--- src/rtl/qspi_cache_pkg.sv ---
// Shared definitions for the QSPI read cache.
// Holds the controller state type, the bus widths and helpers that derive
// the offset / index / tag field widths from the cache geometry.
package qspi_cache_pkg;

  localparam int ADDR_W = 24;
  localparam int DATA_W = 32;

  typedef enum logic [2:0] {
    IDLE,
    LOOKUP,
    ISSUE,
    FILL,
    RESPOND
  } cache_state_t;

  // Word-offset field width (zero when a line holds a single word).
  function automatic int off_w(input int line_words);
    return $clog2(line_words);
  endfunction

  // Word-select signal width; never zero so it can size a real vector.
  function automatic int sel_w(input int line_words);
    return (off_w(line_words) > 0) ? off_w(line_words) : 1;
  endfunction

  function automatic int idx_w(input int lines);
    return $clog2(lines);
  endfunction

  function automatic int tag_w(input int lines, input int line_words);
    return ADDR_W - 2 - off_w(line_words) - idx_w(lines);
  endfunction

endpackage

--- src/rtl/qspi_cache_ctrl_mem.sv ---
// cache_mem: tag, valid and data storage for the direct-mapped cache.
// Ports:
//   clk, rst           clock, synchronous active-high reset (valid bits only)
//   clr_all            clears every valid bit on the next edge
//   wr_idx             line index shared by all write-side controls
//   wr_en, wr_sel, wr_data   write one data word of line wr_idx
//   tag_we, wr_tag     write the tag of line wr_idx
//   set_valid          mark line wr_idx valid (clr_all wins)
//   rd_idx, rd_sel     asynchronous read address
//   rd_data, rd_tag, rd_valid   asynchronous read results
module cache_mem
  import qspi_cache_pkg::*;
#(
  parameter int LINES      = 16,
  parameter int LINE_WORDS = 4,
  parameter int IDX_W      = 4,
  parameter int SEL_W      = 2,
  parameter int TAG_W      = 16
) (
  input  logic              clk,
  input  logic              rst,
  input  logic              clr_all,
  input  logic [IDX_W-1:0]  wr_idx,
  input  logic              wr_en,
  input  logic [SEL_W-1:0]  wr_sel,
  input  logic [DATA_W-1:0] wr_data,
  input  logic              tag_we,
  input  logic [TAG_W-1:0]  wr_tag,
  input  logic              set_valid,
  input  logic [IDX_W-1:0]  rd_idx,
  input  logic [SEL_W-1:0]  rd_sel,
  output logic [DATA_W-1:0] rd_data,
  output logic [TAG_W-1:0]  rd_tag,
  output logic              rd_valid
);

  logic [DATA_W-1:0] data_q [LINES][LINE_WORDS];
  logic [TAG_W-1:0]  tag_q  [LINES];
  logic [LINES-1:0]  valid_q;

  // Data and tags are deliberately not reset; valid_q gates their use.
  always_ff @(posedge clk) begin
    if (wr_en) data_q[wr_idx][wr_sel] <= wr_data;
    if (tag_we) tag_q[wr_idx] <= wr_tag;
  end

  always_ff @(posedge clk) begin
    if (rst || clr_all) valid_q <= '0;
    else if (set_valid) valid_q[wr_idx] <= 1'b1;
  end

  assign rd_data  = data_q[rd_idx][rd_sel];
  assign rd_tag   = tag_q[rd_idx];
  assign rd_valid = valid_q[rd_idx];

endmodule

--- src/rtl/qspi_cache_ctrl.sv ---
// qspi_cache_ctrl: direct-mapped read cache in front of a QSPI flash reader.
// Ports:
//   clk, rst                     clock, synchronous active-high reset
//   req_valid, req_addr, req_ready   CPU read request (byte address, [1:0] ignored)
//   rsp_valid, rsp_data          one-cycle response strobe, data holds otherwise
//   inval                        invalidate all lines
//   flash_addr, flash_read_en    line-aligned burst address and start pulse
//   flash_dout, flash_dval       returned burst words
//   flash_rready                 QSPI side idle and able to start a burst
//
// state   | meaning
// IDLE    | ready for a CPU request
// LOOKUP  | compare tag of the latched address; hit answers here
// ISSUE   | wait for flash_rready, then start the line burst
// FILL    | write returned words into the line
// RESPOND | return the requested word of the freshly filled line
module qspi_cache_ctrl
  import qspi_cache_pkg::*;
#(
  parameter int LINES      = 16,
  parameter int LINE_WORDS = 4
) (
  input  logic              clk,
  input  logic              rst,
  input  logic              req_valid,
  input  logic [ADDR_W-1:0] req_addr,
  output logic              req_ready,
  output logic              rsp_valid,
  output logic [DATA_W-1:0] rsp_data,
  input  logic              inval,
  output logic [ADDR_W-1:0] flash_addr,
  output logic              flash_read_en,
  input  logic [DATA_W-1:0] flash_dout,
  input  logic              flash_dval,
  input  logic              flash_rready
);

  localparam int OFF_W = off_w(LINE_WORDS);
  localparam int SEL_W = sel_w(LINE_WORDS);
  localparam int IDX_W = idx_w(LINES);
  localparam int TAG_W = tag_w(LINES, LINE_WORDS);
  localparam logic [ADDR_W-1:0] LINE_MASK = ~ADDR_W'((1 << (2 + OFF_W)) - 1);
  localparam logic [ADDR_W-1:0] SEL_MASK  = ADDR_W'(LINE_WORDS - 1);

  cache_state_t state_q, state_d;

  logic [ADDR_W-1:0] addr_q;
  logic [SEL_W-1:0]  fill_cnt;
  logic              pend_inval;
  logic [DATA_W-1:0] rsp_hold;

  logic [SEL_W-1:0]  cur_sel;
  logic [IDX_W-1:0]  cur_idx;
  logic [TAG_W-1:0]  cur_tag;
  logic [DATA_W-1:0] rd_data;
  logic [TAG_W-1:0]  rd_tag;
  logic              rd_valid;
  logic              hit;
  logic              fill_last;
  logic              mem_we;
  logic              line_done;
  logic              set_valid;

  assign cur_sel   = SEL_W'((addr_q >> 2) & SEL_MASK);
  assign cur_idx   = IDX_W'(addr_q >> (2 + OFF_W));
  assign cur_tag   = TAG_W'(addr_q >> (2 + OFF_W + IDX_W));
  assign hit       = rd_valid && (rd_tag == cur_tag);
  assign fill_last = (fill_cnt == SEL_W'(LINE_WORDS - 1));

  // An inval arriving on the very cycle the line completes must also
  // keep the line invalid, not only an inval seen earlier in the miss.
  assign set_valid = line_done && !inval && !pend_inval;

  always_ff @(posedge clk) begin
    if (rst) state_q <= IDLE;
    else     state_q <= state_d;
  end

  always_comb begin
    state_d       = state_q;
    req_ready     = 1'b0;
    rsp_valid     = 1'b0;
    flash_read_en = 1'b0;
    mem_we        = 1'b0;
    line_done     = 1'b0;
    case (state_q)
      IDLE: begin
        req_ready = 1'b1;
        if (req_valid) state_d = LOOKUP;
      end
      LOOKUP: begin
        if (hit) begin
          rsp_valid = 1'b1;
          state_d   = IDLE;
        end else begin
          state_d = ISSUE;
        end
      end
      ISSUE: begin
        if (flash_rready) begin
          flash_read_en = 1'b1;
          state_d       = FILL;
        end
      end
      FILL: begin
        if (flash_dval) begin
          mem_we = 1'b1;
          if (fill_last) begin
            line_done = 1'b1;
            state_d   = RESPOND;
          end
        end
      end
      RESPOND: begin
        rsp_valid = 1'b1;
        state_d   = IDLE;
      end
      default: state_d = IDLE;
    endcase
  end

  always_ff @(posedge clk) begin
    if (rst) begin
      addr_q     <= '0;
      fill_cnt   <= '0;
      pend_inval <= 1'b0;
      rsp_hold   <= '0;
      flash_addr <= '0;
    end else begin
      if (req_valid && req_ready) addr_q <= req_addr;
      if (state_q == LOOKUP && !hit) flash_addr <= addr_q & LINE_MASK;
      if (mem_we) fill_cnt <= line_done ? '0 : fill_cnt + 1'b1;
      if (state_d == IDLE) pend_inval <= 1'b0;
      else if (inval && (state_q == LOOKUP || state_q == ISSUE || state_q == FILL))
        pend_inval <= 1'b1;
      if (rsp_valid) rsp_hold <= rd_data;
    end
  end

  // The response word is read straight from the array so a hit answers in
  // the LOOKUP cycle; rsp_hold keeps the last word visible between strobes.
  assign rsp_data = rsp_valid ? rd_data : rsp_hold;

  cache_mem #(
    .LINES     (LINES),
    .LINE_WORDS(LINE_WORDS),
    .IDX_W     (IDX_W),
    .SEL_W     (SEL_W),
    .TAG_W     (TAG_W)
  ) u_mem (
    .clk      (clk),
    .rst      (rst),
    .clr_all  (inval),
    .wr_idx   (cur_idx),
    .wr_en    (mem_we),
    .wr_sel   (fill_cnt),
    .wr_data  (flash_dout),
    .tag_we   (line_done),
    .wr_tag   (cur_tag),
    .set_valid(set_valid),
    .rd_idx   (cur_idx),
    .rd_sel   (cur_sel),
    .rd_data  (rd_data),
    .rd_tag   (rd_tag),
    .rd_valid (rd_valid)
  );

endmodule

--- config.mk ---
export PLATFORM = sky130hd
export DESIGN_NAME = qspi_cache_ctrl
export DESIGN_NICKNAME = d
export VERILOG_FILES = /design/src/rtl/qspi_cache_pkg.sv /design/src/rtl/qspi_cache_ctrl_mem.sv /design/src/rtl/qspi_cache_ctrl.sv
export SDC_FILE = /design/constraint.sdc
export NUM_CORES = 2
export LEC_CHECK = 0
export CAP_MARGIN = 40
export CORE_MARGIN = 2
export CORE_UTILIZATION = 25
export DETAILED_ROUTE_END_ITERATION = 8
export GPL_ROUTABILITY_DRIVEN = 0
export GPL_TIMING_DRIVEN = 0
export HOLD_SLACK_MARGIN = 0.1
export PLACE_DENSITY = 0.4
export SLEW_MARGIN = 20
export SYNTH_ARGS = -nofsm -noshare
export SYNTH_HDL_FRONTEND = slang
export SYNTH_SLANG_ARGS = --single-unit
--- constraint.sdc ---
create_clock -name clk -period 3.5 [get_ports clk]
set_input_delay 0.7 -clock clk [delete_from_list [all_inputs] [get_ports clk]]
set_output_delay 0.7 -clock clk [all_outputs]
set_load 0.05 [all_outputs]
# ---- Yosys cells after proc, flatten, opt, wreduce, memory -nomap -nowiden
# Memory sizes are Yosys's and may differ from the RTL's. A register that Yosys moved wholly into a read port is not among the register bits.
# Index checks and enable logic that the tools add are counted.
dict set report classes {
  n_addsub 1
  magnitude_cmp 5
  n_eq_ne 6
  n_mux 35
  n_bitwise 3
  reduce_logical 17
}
# op count
set op_table {}
lappend op_table {{2-to-1 mux 128 bit} 1}
lappend op_table {{2-to-1 mux 32 bit} 4}
lappend op_table {{binary-select mux 32 bit (select 2 bit)} 1}
lappend op_table {{demux 32 bit (select 2 bit)} 1}
lappend op_table {{== test 16 bit} 1}
lappend op_table {{2-to-1 mux 4 bit} 4}
lappend op_table {{OR 16 bit} 1}
lappend op_table {{2-to-1 mux 1 bit} 14}
lappend op_table {{2-to-1 mux 3 bit} 4}
lappend op_table {{case mux 3 bit (4 select lines)} 1}
lappend op_table {{logical AND 1 bit} 8}
lappend op_table {{== test 3 x 2 -> 1 bit, second input constant} 2}
lappend op_table {{greater-or-equal comparator 3 bit, second input constant} 2}
lappend op_table {{logical NOT 3 bit} 2}
lappend op_table {{NOT 2 -> 3 bit} 2}
lappend op_table {{less-than comparator 4 x 5 -> 1 bit, second input constant} 1}
lappend op_table {{binary-select mux 1 bit (select 4 bit)} 1}
lappend op_table {{demux 1 bit (select 4 bit)} 1}
lappend op_table {{greater-or-equal comparator 4 x 1 -> 1 bit, second input constant} 1}
lappend op_table {{2-to-1 mux 2 bit} 2}
lappend op_table {{== test 3 x 1 -> 1 bit, second input constant} 1}
lappend op_table {{== test 3 bit, second input constant} 1}
lappend op_table {{logical NOT 1 bit} 3}
lappend op_table {{logical OR 1 bit} 3}
lappend op_table {{other kinds (5)} 5}
dict set report totals {
  ff_bits 98
  ram_bits 2304
  inputBits 62
  output_inout_bits 59
  word_cells 76
  memories 2
}
# memory depth word_bits rd rd_clocked_by_memory_dff write_ports line
set memory_table {}
lappend memory_table {u_mem.data_q 16 128 1 1 1 qspi_cache_ctrl_mem.sv:37} ;# logic [DATA_W-1:0] data_q [LINES][LINE_WORDS];
lappend memory_table {u_mem.tag_q 16 16 1 1 1 qspi_cache_ctrl_mem.sv:38} ;# logic [TAG_W-1:0] tag_q [LINES];

# ---- Depth between registers and ports, before layout
dict set report depth {
  depth_word 7
  mapped_depth 14
  mapped_depth_nobuf 9
}

# ---- Cells and area by module
# A second synthesis with hierarchy kept.
dict set report hier_totals {
  cells_unflattened 4142
  area_unflattened_um2 92745.2
}
# module instances cells_each area_per_inst_um2
set modules_own_cells {}
lappend modules_own_cells {cache_mem 1 3718 88725.1}
lappend modules_own_cells {qspi_cache_ctrl 1 424 4020.1}

# ---- Worst setup path after synthesis
# Ideal clock, no wire load.
dict set report synth_timing {
  kind {reg2out}
  startpoint {reg with a tool-made name}
  endpoint {out rsp_data[10]}
  arrival_time_ns 3.135
  required_time_ns 2.800
  slack_ns -0.335
  stages_incl_launch_ff 9
  path_cell_list {dfxtp_1 > buf_6 > buf_6 > buf_6 > buf_1 > mux4_2 > mux4_2 > mux4_2 > mux2_4}
}
# element line
set synth_rtl {}
lappend synth_rtl {{to (decl)} qspi_cache_ctrl.sv:29} ;# output logic [DATA_W-1:0] rsp_data,

==> summary.md <==
| Metric | Value |
|---|---|
| Clock transition at path regs | approximately 0.060 ns |
| WP data arrival | about 4.6 ns |
| Vias in the first global route | 46,700 |
| Clk_skew | 0.0616 ns |
| TritonCTS clock tree | yes |
| Switching share of power | 0.231 |
| Vias per cell | ~4.6 |
| Tot Pwr | 64.7 mW |
| Fmax | 0.188 GHz |
| Clock share of power | 0.432 |
| Total iterations of the first detailed-routing run | 5 |
| Clk_lat worst skew | 0.89 ns |
| PnR worst setup slack | -1.82 ns |
| Initial antenna violation count | 33 |
| Delay-heaviest family, CP | multiplexers |
| Top-area cell type share of the netlist area | 0.745 |
| Initial core utilization | 0.252 |
| CTS Buf Count | 276 |
| Die Height | 614 µm |
| Die Width | 614 µm |
| CTS H-Tree Depth | 5 |
| Normalized max-slew margin | 0.392 |
| Overflow after GRT | 0 |
| Commonest cells post-synth | edfxtp_1, mux4_2, mux2i_1 |
| Die area | about 0.38 mm² |
| Final period utilization | 1.52 |
| Vias | about 46,000 |
| Critical path buffers and inverters | 7 |
| Actual slew at the worst max-slew pin | 0.909 ns |
| Sequential share of power | 0.488 |
| Final Util | 0.318 |
| Clock Tree Root | clkbuf_16 |
| Seq/Total Area, Yosys | 0.766 |
| Area leader, netlist | edfxtp_1 |
| CP startpoint kind | register |
| Main synth FF type | edfxtp_1 |
| Post-synth EDFFs | 2,304 |
| Max Cap Viol | 0 |
| Finished Layout Cells | just under 10,000 |
| Gr usage total | 0.162 |
| # IOs | 121 |
| Leak Pwr | 36.1 nW |
| Share of layout cells above drive strength 1 | 0.367 |
| Clock Path Buffers | 4 |
| Final hold vios | 0 |
| Final wirelength | 309,000 µm |
| Hold WS | between 0.15 and 0.2 ns |
| Crit. End Element | output pin |
| Worst hold path class | input port to register |
| Gate power share | 0.080 |
| Sw Pwr | 14.9 mW |
| Global-route wire length before repair | 417,000 µm |
| Core area | about 0.37 mm² |
| Post-placement cell count | a little over 9,000 |
| Hold path start | flash_dout[7] |
| CP Class | register to output pin |
| Top-count cell post-synth | edfxtp_1 |
| Final setup TNS | -57.67 ns |
| Port Buffers | approximately 110 |
| DR WL/cell | 31.2 µm |
| Yosys cell types | 63 |
| Critical Path, Cell by Cell | buf_4 -> clkinvlp_4 -> buf_6 -> clkbuf_2 -> buf_12 -> clkbuf_8 -> mux4_2 -> mux4_2 -> mux2_4 -> buf_12 |
| Fin nets | 4,786 |
| Dpl hpwl | 212,000 µm |
| Synth Register Bits | 2,404 |
| FP Rows | approximately 220 |
| DR iter-0 viols | 4,958 |
| Mapped Avg Cell Area | 23.3 µm² |
| Final Critical Period | 5.32 ns |
| Max Slew Vio Count | 0 |
| P_int | between 40 and 50 mW |
| Area Growth Syn to Fin | 26.6% |
| TritonCTS sink count | 2,404 |
| Residual DRC | 0 |
| Final setup viols | 58 |
| Crit Path Max Fanout | 10 |
| Largest net degree at the start of global routing | 65 |
| PwrDens | about 550 mW/mm² |
| VDD IR-drop max | 0.368 mV |
| Cell Area, Synth | around 0.093 mm² |
| Failing checks | setup timing |
| Top post-synthesis cells by area | edfxtp_1, mux4_2, dfxtp_1, mux2i_1, nand2b_1 |
| Status | finished with violations |
| Post-route ant nets | 0 |
| Req. time, crit path | 2.80 ns |
| Synth Instances | between 3,000 and 4,000 |
| Crit-path max cell delay | 0.68 ns |
| Worst path slowest cell | mux4_2 |
| Number of synthesis warnings | 0 |
| RSZ-0062 raised after global routing | yes |
| Async S/R FF share, synth | 0 |
[cells by family (layout without fill, tap and decap cells)]
family	after synthesis	in the layout	synth area share
other	1	34	0.0000404
adders and majority gates	4	4	0.000539
muxes	875	875	0.191
AOI/OAI and AO/OA	115	115	0.00877
and+or+nand+nor	345	345	0.0184
DFF	2404	2404	0.766
xor gates and xnor gates	10	10	0.000943
buffers and inverters	239	1170	0.0137
[cell usage in the layout (no fill, tap or decap), types with 8 or more instances in the layout]
cell	instances
clkbuf_1	107
nor2_1	26
mux2i_1	117
a31oi_1	12
buf_8	51
nand2_1	65
inv_6	9
mux2_4	34
buf_4	134
a22oi_1	13
clkbuf_16	296
clkbuf_8	19
nand3_1	14
clkinv_1	50
bufinv_16	14
edfxtp_1	2304
buf_6	79
buf_2	8
dfxtp_1	98
clkbuf_2	13
nor2b_1	13
clkinv_2	36
inv_1	8
mux4_2	708
a21oi_1	32
clkdlybuf4s50_1	46
buf_12	133
mux2_2	10
nand2b_1	108
dlygate4sd3_1	8
nor2_4	80
buf_16	132
diode_2	30
[per-stage QoR]
stage / instance area (µm²) / worst slack (ns)
6_report: 118000 / -1.82
5_1_grt: 118000 / -1.96
4_1_cts: 117000 / -1.96
3_5_place_dp: 106000 / -2.98
3_3_place_gp: 101000 / -3.59
2_1_floorplan: 93500 / -0.0864
[layout make-up]
cell class              count  area (µm²)
clock inverters           125        1090
clock buffers             360        7460
diodes                     30        75.1
well taps                4950        6190
multi-input cells        1353       21200
inverters                  10        67.6
plain buffers             225        2820
flip-flops and latches   2404       71200
fillers                 35200      252000
repair buffers            450        7480
[sequential cells by signal (all words and copies together) (netlist names), named ones only]
name,flops
addr_q,22
fill_cnt,2
flash_addr,20
pend_inval,1
rsp_hold,32
state_q,3
u_mem.data_q,2048
u_mem.tag_q,256
u_mem.valid_q,16
[routing by layer]
metal  vias up  share of wire  global-route usage
li1      18500              -                   -
met1     25400           0.45               0.229
met2      1318           0.48               0.265
met3       360          0.049              0.0224
met4         0          0.026              0.0370
met5         -              0                   0
[power groups by stage]
stage	combinational, mW	sequential [mW]	clock (mW)
after CTS	5.23	31.6	28.7
after floorplan	2.33	32.2	0
after detailed placement	4.74	32.3	0
after global placement	4.54	32.3	0
final	5.18	31.6	27.9
after global routing	5.42	31.6	29.7
[final timing paths]
check                           depth (start not counted)  slack, ns            endpoint
worst max-delay path                                   10      -1.82        rsp_data[18]
worst min-delay path                                    1       0.19  u_mem.data_q[8][7]
worst max register to register                         14      -0.04        rsp_hold[19]
worst min register to register                          2       0.47    u_mem.valid_q[0]
[timing repair]
item | CTS | global route
hold endpoints to repair | 36 | 5
hold buffers | 7 | 1
setup endpoints to repair | 194 | 360
cloned | 17 | 5
setup buffers | 76 | 30
gates resized for setup | 516 | 28
pin swaps | 12 | 17
(Power assumes the default switching activity.)
